==> config.mk <==
export PLATFORM = sky130hd
export DESIGN_NAME = fft32_frame_ctrl
export DESIGN_NICKNAME = d
export VERILOG_FILES = /design/src/rtl/fft32_frame_ctrl.sv
export SDC_FILE = /design/constraint.sdc
export NUM_CORES = 1
export LEC_CHECK = 0
export BUFFER_PORTS_ARGS = -buffer_cell sky130_fd_sc_hd__buf_4
export CORE_MARGIN = 2
export CORE_UTILIZATION = 50
export DETAILED_ROUTE_END_ITERATION = 8
export GPL_TIMING_DRIVEN = 0
export PLACE_DENSITY = 0.74
export SKIP_CTS_REPAIR_TIMING = 1
export SYNTH_ARGS = -nofsm -noshare
export SYNTH_HDL_FRONTEND = slang
export SYNTH_SLANG_ARGS = --single-unit
==> constraint.sdc <==
create_clock -name clk_10 -period 2.9 [get_ports clk_10]
set_input_delay 0.145 -clock clk_10 [delete_from_list [all_inputs] [get_ports clk_10]]
set_output_delay 0.145 -clock clk_10 [all_outputs]
set_load 0.01 [all_outputs]
==> src/rtl/fft32_frame_ctrl.sv <==
// Frame sequencer for the iterative 32-point radix-2 FFT.
// Arbitrates the shared register bank between serial load, five butterfly
// passes and serial unload. Optional macro FFT_INVERSE_EN adds the inverse
// input and the conj_tw output, which selects conjugated twiddles for a frame.
module fft32_frame_ctrl #(
  parameter int unsigned BFLY_LAT = 2,
  parameter int unsigned N_PTS    = 32
) (
  input  logic       clk_10,
  input  logic       rst_n,
  input  logic       start,
  input  logic       abort,
`ifdef FFT_INVERSE_EN
  input  logic       inverse,
  output logic       conj_tw,
`endif
  input  logic       in_valid,
  output logic       in_ready,
  output logic       wr_en,
  output logic [4:0] wr_addr,
  output logic       sel_load,
  output logic [2:0] stage,
  output logic       cap_en,
  output logic       out_valid,
  input  logic       out_ready,
  output logic [4:0] rd_addr,
  output logic       out_last,
  output logic       busy,
  output logic       done
);

  localparam logic [4:0] LastIdx   = 5'(N_PTS - 1);
  localparam logic [3:0] LastLat   = 4'(BFLY_LAT - 1);
  localparam logic [2:0] LastStage = 3'd4;

  typedef enum logic [1:0] {StIdle, StLoad, StCompute, StUnload} state_e;

  state_e     state_q, state_d;
  logic [4:0] load_cnt_q, load_cnt_d;
  logic [3:0] lat_cnt_q, lat_cnt_d;
  logic [2:0] stage_q, stage_d;
  logic [4:0] unload_cnt_q, unload_cnt_d;
  logic       done_q, done_d;

  // Handshake and bank-control outputs decoded from the current state.
  // abort suppresses any write or capture in the cycle it is seen.
  assign in_ready  = (state_q == StLoad);
  assign wr_en     = in_valid & in_ready & ~abort;
  assign wr_addr   = {load_cnt_q[0], load_cnt_q[1], load_cnt_q[2], load_cnt_q[3], load_cnt_q[4]};
  assign sel_load  = (state_q != StCompute);
  assign stage     = stage_q;
  assign cap_en    = (state_q == StCompute) & (lat_cnt_q == LastLat) & ~abort;
  assign out_valid = (state_q == StUnload);
  assign rd_addr   = unload_cnt_q;
  assign out_last  = out_valid & (unload_cnt_q == LastIdx);
  assign busy      = (state_q != StIdle);
  assign done      = done_q;

  // Next-state logic: abort dominates everything, then the per-phase counters.
  always_comb begin
    state_d      = state_q;
    load_cnt_d   = load_cnt_q;
    lat_cnt_d    = lat_cnt_q;
    stage_d      = stage_q;
    unload_cnt_d = unload_cnt_q;
    done_d       = 1'b0;
    if (abort) begin
      state_d      = StIdle;
      load_cnt_d   = '0;
      lat_cnt_d    = '0;
      stage_d      = '0;
      unload_cnt_d = '0;
    end else begin
      case (state_q)
        StIdle: begin
          if (start) begin
            state_d    = StLoad;
            load_cnt_d = '0;
          end
        end
        StLoad: begin
          if (wr_en) begin
            load_cnt_d = load_cnt_q + 5'd1;
            if (load_cnt_q == LastIdx) begin
              state_d   = StCompute;
              lat_cnt_d = '0;
              stage_d   = '0;
            end
          end
        end
        StCompute: begin
          if (cap_en) begin
            lat_cnt_d = '0;
            // Stage stays at 4 through unload; it clears at frame end.
            if (stage_q == LastStage) state_d = StUnload;
            else                      stage_d = stage_q + 3'd1;
          end else begin
            lat_cnt_d = lat_cnt_q + 4'd1;
          end
        end
        StUnload: begin
          if (out_ready) begin
            if (unload_cnt_q == LastIdx) begin
              state_d      = StIdle;
              unload_cnt_d = '0;
              stage_d      = '0;
              done_d       = 1'b1;
            end else begin
              unload_cnt_d = unload_cnt_q + 5'd1;
            end
          end
        end
        default: state_d = StIdle;
      endcase
    end
  end

  // Sequencer state register.
  always_ff @(posedge clk_10 or negedge rst_n) begin
    if (!rst_n) begin
      state_q      <= StIdle;
      load_cnt_q   <= '0;
      lat_cnt_q    <= '0;
      stage_q      <= '0;
      unload_cnt_q <= '0;
      done_q       <= 1'b0;
    end else begin
      state_q      <= state_d;
      load_cnt_q   <= load_cnt_d;
      lat_cnt_q    <= lat_cnt_d;
      stage_q      <= stage_d;
      unload_cnt_q <= unload_cnt_d;
      done_q       <= done_d;
    end
  end

`ifdef FFT_INVERSE_EN
  logic conj_tw_q;

  assign conj_tw = conj_tw_q;

  // Twiddle direction latched on the start handshake and held for the frame.
  always_ff @(posedge clk_10 or negedge rst_n) begin
    if (!rst_n) begin
      conj_tw_q <= 1'b0;
    end else if (abort) begin
      conj_tw_q <= 1'b0;
    end else if ((state_q == StIdle) && start) begin
      conj_tw_q <= inverse;
    end
  end
`endif

endmodule

; ---- Word level (Yosys, flattened, before mapping)
; Cells that the tools add are included.
[op_classes]
reduce_logical = 12
bitwise = 6
mux = 34
n_eq_ne = 16
add_sub_neg = 4
[op_table]
columns = cell, n
row1 = $mux 5, 7
row2 = $mux 3, 7
row3 = $mux 2, 8
row4 = $mux 4, 4
row5 = $ne 3x2->1 const B, 5
row6 = $reduce_and 7->1, 2
row7 = $add 5x1->5 const B, 2
row8 = $eq 5x5->1 const B, 2
row9 = $pmux 5 s2, 1
row10 = $ne 3x3->1 const B, 3
row11 = $pmux 3 s3, 1
row12 = $pmux 2 s4, 1
row13 = $pmux 4 s2, 1
row14 = $reduce_and 3->1, 2
row15 = $reduce_bool 2->1, 3
row16 = $reduce_bool 3->1, 2
row17 = $and 1x1->1, 5
row18 = $add 4x1->4 const B, 1
row19 = $eq 2x2->1 const B, 2
row20 = $eq 4x1->1 const B, 1
row21 = $mux 1, 4
row22 = $reduce_bool 4->1, 1
row23 = $add 3x1->3 const B, 1
row24 = $eq 3x3->1 const B, 1
row25 = 5 further kinds, 5
[totals]
out_inout_bits = 21
input_bits = 6
word_cells = 78
regBits = 20

; ---- Logic depth before layout (Yosys ltp)
; Gate-level depths: netlist (run 1).
[logic_depth]
depth_word = 6
depth_mapped = 7

; ---- Least setup slack after synthesis (run 1)
; No wires, ideal clock.
[synth_path]
path_type = register to register
from = register unload_cnt_q[0], in the netlist rd_addr[0]
to = register stage_q[0], in the netlist stage[0]
slack_ns = 1.028
setup_ns = 0.119
arrival_time_ns = 1.753
required_time_ns = 2.781
path_buffers = 0
period_less_slack_ns = 1.872
stages_incl_launch_ff = 8
path_cell_list = dfrtp_1 > ha_1 > and3_1 > ha_1 > nand2_1 > a32oi_4 > o21ai_2 > a21bo_2
[synth_via]
elab_chain_cells = 3
[synth_rtl]
columns = item, line
row1 = "start, declared", 42  ; logic [4:0] unload_cnt_q, unload_cnt_d;
row2 = "start signal, assigned", 132  ; unload_cnt_q <= unload_cnt_d;
row3 = $eq 5x5->1, 103  ; if (unload_cnt_q == LastIdx) begin
row4 = $ne 3x2->1 (no source line), --
row5 = $reduce_and 7->1 (no source line), --
row6 = "end signal, assigned", 131  ; stage_q <= stage_d;
row7 = "end, declared", 41  ; logic [2:0] stage_q, stage_d;
; No other way between the ends.
; A chain may end at the register's enable or synchronous reset.

; ---- Worst setup path in the final report (run 1)
[layout_path]
from = register unload_cnt_q[0], in the netlist rd_addr[0]
to = register stage_q[1], in the netlist stage[1]
; Same word-level chain as after synthesis.

==> impl_metrics.tcl, run 1 <==
set metrics [dict create \
    run_status "completed" \
    layout-drive-gt1-share_pct 24.1 \
    mostFrequentLayoutCells "buf_4 (26), dfrtp_1 (20), nand2_1 (15)" \
    grt_first_pass_wirelength_mm 4.24 \
    routedWlPerCell_um 13.6 \
    drt_iter0_markers 23 \
    fp.dieH_um 54.3 \
    dpl.cell_count 191 \
    final_util_pct 63.4 \
    leakagePower_nw 0.738 \
    clkLatencyLatePin_ns 0.30 \
    fillerInstances 203 \
    cp.arrival_ns 2.26 \
    final_cells 196 \
    crit_start "rd_addr[0]" \
    r2r_start "rd_addr[0]" \
    rows 18 \
    synth-warning-count 0 \
    syn-num-nets 153 \
    ant_nets 0 \
    ir_drop_mv 0.389 \
    rsz0062_at_grt "false" \
    grt_use_total_pct 20.1 \
    die_area_um2 2940 \
    grt_max_degree 21 \
    dp_hpwl_mm 2.06 \
    cpMostUsedCell "ha_1" \
    synth_compound_area_share_pct 22.4 \
    die_w_um 54.3 \
    io_buffer_count 26 \
    syn_avg_cell_area_um2 9.35 \
    yosys.area_share.simple_pct 20.9 \
    hold_viol 0 \
    setup_viol_count_final 0 \
    gp_congestion 0.812 \
    synth_ff_type "dfrtp_1" \
    crit_required_ns 3.09 \
    synth_edf_count 0 \
    syn_to_final_growth_pct 22.1 \
    synth_top_family_by_area "compound AO/OA/AOI/OAI gates" \
    drc_errors 0 \
    cp_cell_sequence "ha_1, and3_1, ha_1, nand2_1, a32oi_4, o21ai_2, a32o_1" \
    max_slew_margin_pct 64.2 \
    drv_cap 0 \
    synth_cell_type_count 38 \
    vias_per_cell 5.78 \
    finalSetupTns_ns 0 \
    slowest_delay_ns 0.45 \
    async_reset_ff_share_pct 100 \
    dr.pass1.iters 4 \
    cts.sinks 20 \
    fin_crit_sh_pct 71.3 \
    worst_pin_slew_ns 0.536 \
    totalWireLength_mm 2.66 \
    clk_pin_slew_ns 0.11 \
    p_per_area_nw_per_um2 547 \
    ys_top_cells_by_area "dfrtp_1 (40%), ha_1 (12%), nand2_1 (4.5%), o21ai_0 (4.0%), a21oi_1 (3.6%)" \
    overflow 0 \
    finClkSkew_ns 0.00506 \
    finalNetCount 185 \
    synthXorXnorAreaFrac_pct 0 \
    synthAdderAreaFrac_pct 11.9 \
    slowest_stage "dfrtp_1" \
    root_buffer "clkbuf_4" \
    fin_crit_ns 2.07 \
    endpoint_kind "register" \
    grt_pass1_vias 980 \
    cts_buffers 3 \
    drv_slew 0 \
    synth_top_area_share_pct 39.6 \
    cp_max_fo 8 \
    cts_buffer_depth 2 \
    cts_tree "done" \
    netlist_area_um2 1260 \
    start_util_pct 51.9 \
    final_common_cell "buf_4" \
    synth_mux_area_share_pct 0.892 \
    ys_seq_area_share_pct 39.6 \
    antenna_found_initial 0 \
    path_class "reg -> reg" \
    cp-start-kind "register" \
    hp-class "in -> reg" \
    ys_ff_latch 20 \
    synthCells 135 \
    holdCritStartpoint "out_ready" \
    num_antenna_cells 0 \
    max_freq_ghz 0.484 \
    core_um2 2430 \
    num_vias 1133 \
    boundaryPins 27 \
    htreeDepth 1 \
    yosys.area.top_type "dfrtp_1" \
]
## flip-flops by register name, indices dropped and copies added, names as in the netlist
name        cells
lat_cnt_q       4
state_q         2
stage           3
rd_addr         5
done            1
load_cnt_q      5
## logic make-up (layout without fill, tap and decap cells)
family,Yosys count,count (layout)
adder cells (fa/ha/maj),12,12
AO/OA/AOI/OAI,39,39
AND/OR/NAND/NOR,49,49
flip-flops,20,20
multiplexers,1,1
buffers and inverters,14,45
## worst paths after layout
| check | endpoint | slack, ns | depth (start not counted) |
|---|---|---|---|
| worst max-delay path | stage[1] | 0.83 | 7 |
| worst min-delay path | done | 0.13 | 2 |
| worst max register to register | stage[1] | 0.83 | 7 |
| worst min register to register | load_cnt_q[1] | 0.55 | 2 |
| min in group asynchronous | rd_addr[4] | 0.24 | 2 |
| max in group asynchronous | stage[0] | 2.44 | 2 |
## critical path, delay by kind of cell, from the launching register on
kind	cells	cell delay, ns
AOI/OAI and AO/OA	3	0.70
adders and majority gates	2	0.50
DFF	1	0.45
and+or+nand+nor	2	0.33
## power breakdown
group	total, W	internal, W	switching (W)	leakage, nW
Combinational	0.000360	0.000158	0.000202	0.440
Clock	0.000161	0.0000766	0.0000845	0.0210
Sequential	0.000322	0.000299	0.0000230	0.278
## per-stage QoR
step / setup WS [ns] / hold WS (ns) / power [W] / area (um^2)
floorplan: 1.03 / -0.151 / 0.000576 / 1260
global placement: 0.901 / 0.0372 / 0.000675 / 1500
detailed placement: 0.866 / 0.0399 / 0.000689 / 1500
CTS: 0.841 / -0.292 / 0.000849 / 1530
global route: 0.673 / 0.110 / 0.000915 / 1540
finish: 0.833 / 0.127 / 0.000843 / 1540
## synthesized netlist by cell type, types with 2 or more instances
library cell and count:
a21bo_2 2, a21oi_1 9, a31oi_1 2, a32o_1 3
and2_1 2, and3_1 4, dfrtp_1 20, ha_1 12
inv_1 12, nand2_1 15, nand2b_1 4, nand3_1 6
nand4_1 4, nor2_1 3, nor3_1 3, o21a_1 2
o21ai_0 10, or2_2 2
## layer usage
layer / wire, um / global-route usage (%) / share of wire (%) / vias up
met3: 110 / 2.73 / 4.1 / 4
met1: 1220 / 24.5 / 46 / 544
li1: - / - / - / 560
met4: 45 / 10.0 / 1.7 / 0
met2: 1280 / 34.5 / 48 / 25
met5: 0 / 0 / 0 / -
## layout make-up
type / count / area [um^2] / area share [%]
repair buffers: 27 / 205 / 13.3
flip-flops and latches: 20 / 500 / 32.5
multi-input cells: 101 / 708 / 45.9
plain buffers: 2 / 8.76 / 0.568
clock buffers: 4 / 36.3 / 2.35
inverters: 12 / 45.0 / 2.92
well taps: 30 / 37.5 / 2.44
Power figures use the tool's default switching activity.
==> inputs of run 2 (changes only) <==
CORE_UTILIZATION = 48   (was 50)
clock period = 1.7 ns   (was 2.9 ns; I/O delays follow)
==> run 2 against run 1 <==
  * The flow now finishes with violations (negative setup slack)
  * Clock power rose to 2.5 times the previous value
  * Worst hold slack got worse by 0.064 ns
  * Clock skew barely moved
  * Fmax increased by 13%
  * Routed wire length is 27% higher
  * Combinational power rose to 2.5 times the previous value
  * Die area rose by 3.9%
  * First-iteration DRC count rose to 2.6 times the previous value
  * Critical path depth stayed put
  * Critical endpoint unchanged
  * Highest routed layer unchanged
  * Count of clock-buffer cells in the layout is 1 lower
==> impl_metrics.tcl, run 2 (same netlist as run 1, synthesis figures left out) <==
set metrics [dict create \
    finalNetCount 202 \
    overflow 0 \
    rows 18 \
    cp-start-kind "register" \
    max_freq_ghz 0.545 \
    grt_first_pass_wirelength_mm 4.84 \
    clkLatencyLatePin_ns 0.31 \
    fin_crit_ns 1.84 \
    hold_viol 0 \
    worstRegToRegCells 7 \
    grt_use_total_pct 19.5 \
    reg2reg_slack_ns -0.14 \
    io_buffer_count 26 \
    dp_hpwl_mm 2.08 \
    finClkSkew_ns 0.00539 \
    finalSetupTns_ns -0.679 \
    ant_nets 0 \
    die_w_um 55.3 \
    max_slew_margin_pct 59.9 \
    fp.dieH_um 55.3 \
    cts_buffer_depth 2 \
    die_area_um2 3060 \
    crit_required_ns 1.91 \
    hold_depth 3 \
    holdCritStartpoint "out_ready" \
    grt_pass1_vias 1071 \
    cp_max_fo 8 \
    fin_ws_ns -0.135 \
    cts_buffers 3 \
    boundaryPins 27 \
    worst_pin_slew_ns 0.602 \
    syn_to_final_growth_pct 47.9 \
    clk_pin_slew_ns 0.13 \
    fin_crit_sh_pct 108 \
    cts.sinks 20 \
    grt_max_degree 21 \
    start_util_pct 51.0 \
    layout-drive-gt1-share_pct 45.9 \
    drc_errors 0 \
    antenna_found_initial 0 \
    regToRegEndpoint "stage[1]" \
    gp_congestion 0.751 \
    dr.pass1.iters 5 \
    run_status "finished, violations left" \
    vias_per_cell 5.76 \
    num_antenna_cells 0 \
    mostFrequentLayoutCells "buf_4 (40), dfrtp_1 (17), nand2_1 (13)" \
    setup_viol_count_final 11 \
    hp-class "in -> reg" \
    htreeDepth 1 \
    violations "negative setup slack" \
    worst_hold_path.endpoint "rd_addr[1]" \
    routedWlPerCell_um 15.9 \
    drv_slew 0 \
    final_util_pct 75.4 \
    drt_iter0_markers 60 \
    drv_cap 0 \
    root_buffer "clkbuf_4" \
    endpoint_kind "register" \
    p_per_area_nw_per_um2 1000 \
    num_vias 1226 \
    cp.arrival_ns 2.05 \
    totalWireLength_mm 3.38 \
    core_um2 2480 \
    ir_drop_mv 0.732 \
    fillerInstances 172 \
    path_class "reg -> reg" \
    cts_tree "done" \
    final_common_cell "buf_4" \
    r2r_start "state_q[0]" \
    rsz0062_at_grt "true" \
    leakagePower_nw 0.853 \
]
-- run 2: through the flow --
| step | instances | area (um^2) | hold slack (ns) | total power (W) | worst slack [ns] |
|---|---|---|---|---|---|
| after floorplan | 135 | 1300 | -0.211 | 0.00101 | -0.0341 |
| after global placement | 191 | 1540 | -0.0232 | 0.00118 | -0.164 |
| after detailed placement | 191 | 1540 | -0.0150 | 0.00120 | -0.212 |
| after CTS | 195 | 1590 | -0.370 | 0.00160 | -0.245 |
| after global routing | 213 | 1870 | 0.0547 | 0.00199 | -0.230 |
| final | 213 | 1870 | 0.0632 | 0.00187 | -0.135 |
-- run 2: worst max-delay path by stage --
| stage | slack, ns | cells after the start | startpoint | to |
|---|---|---|---|---|
| detailed placement | -0.21 | 7 | load_cnt_q[0] | stage[2] |
| finish | -0.14 | 7 | state_q[0] | stage[1] |
| floorplan | -0.03 | 7 | load_cnt_q[1] | stage[0] |
| CTS | -0.24 | 7 | load_cnt_q[0] | state_q[0] |
| global route | -0.23 | 5 | lat_cnt_q[0] | stage[1] |
| global placement | -0.16 | 6 | load_cnt_q[0] | state_q[1] |
-- run 2: worst max-delay path: stages (launching register included) --
cell and delay, ns:
dfrtp_2 0.44, inv_2 0.07, ha_1 0.21, buf_6 0.14, and2b_2 0.23, a32oi_4 0.30
o21ai_2 0.12, a32o_1 0.23
-- run 2: power by group --
group / total [W] / leakage, nW / internal [W] / switching (W)
clock: 0.000403 / 0.0279 / 0.000238 / 0.000165
sequential: 0.000563 / 0.273 / 0.000513 / 0.0000504
combinational: 0.000903 / 0.552 / 0.000451 / 0.000452
-- run 2: area by class of cell --
cell class | count | area [um^2] | area share [%]
buffer | 2 | 15.0 | 0.804
clock buffer | 3 | 22.5 | 1.21
clock inverter | 1 | 30.0 | 1.61
inverter | 12 | 45.0 | 2.41
multi-input combinational | 101 | 860 | 46.0
sequential | 20 | 504 | 27.0
tap | 30 | 37.5 | 2.01
timing repair buffer | 44 | 353 | 18.9
-- run 2: layer usage --
metal | vias up | GRT usage (%) | wire length [um] | share of wire [%]
li1 | 593 | - | - | -
met1 | 608 | 26.0 | 1450 | 43
met2 | 21 | 32.0 | 1800 | 53
met3 | 4 | 2.34 | 78 | 2.3
met4 | 0 | 8.36 | 51 | 1.5
met5 | - | 0 | 0 | 0
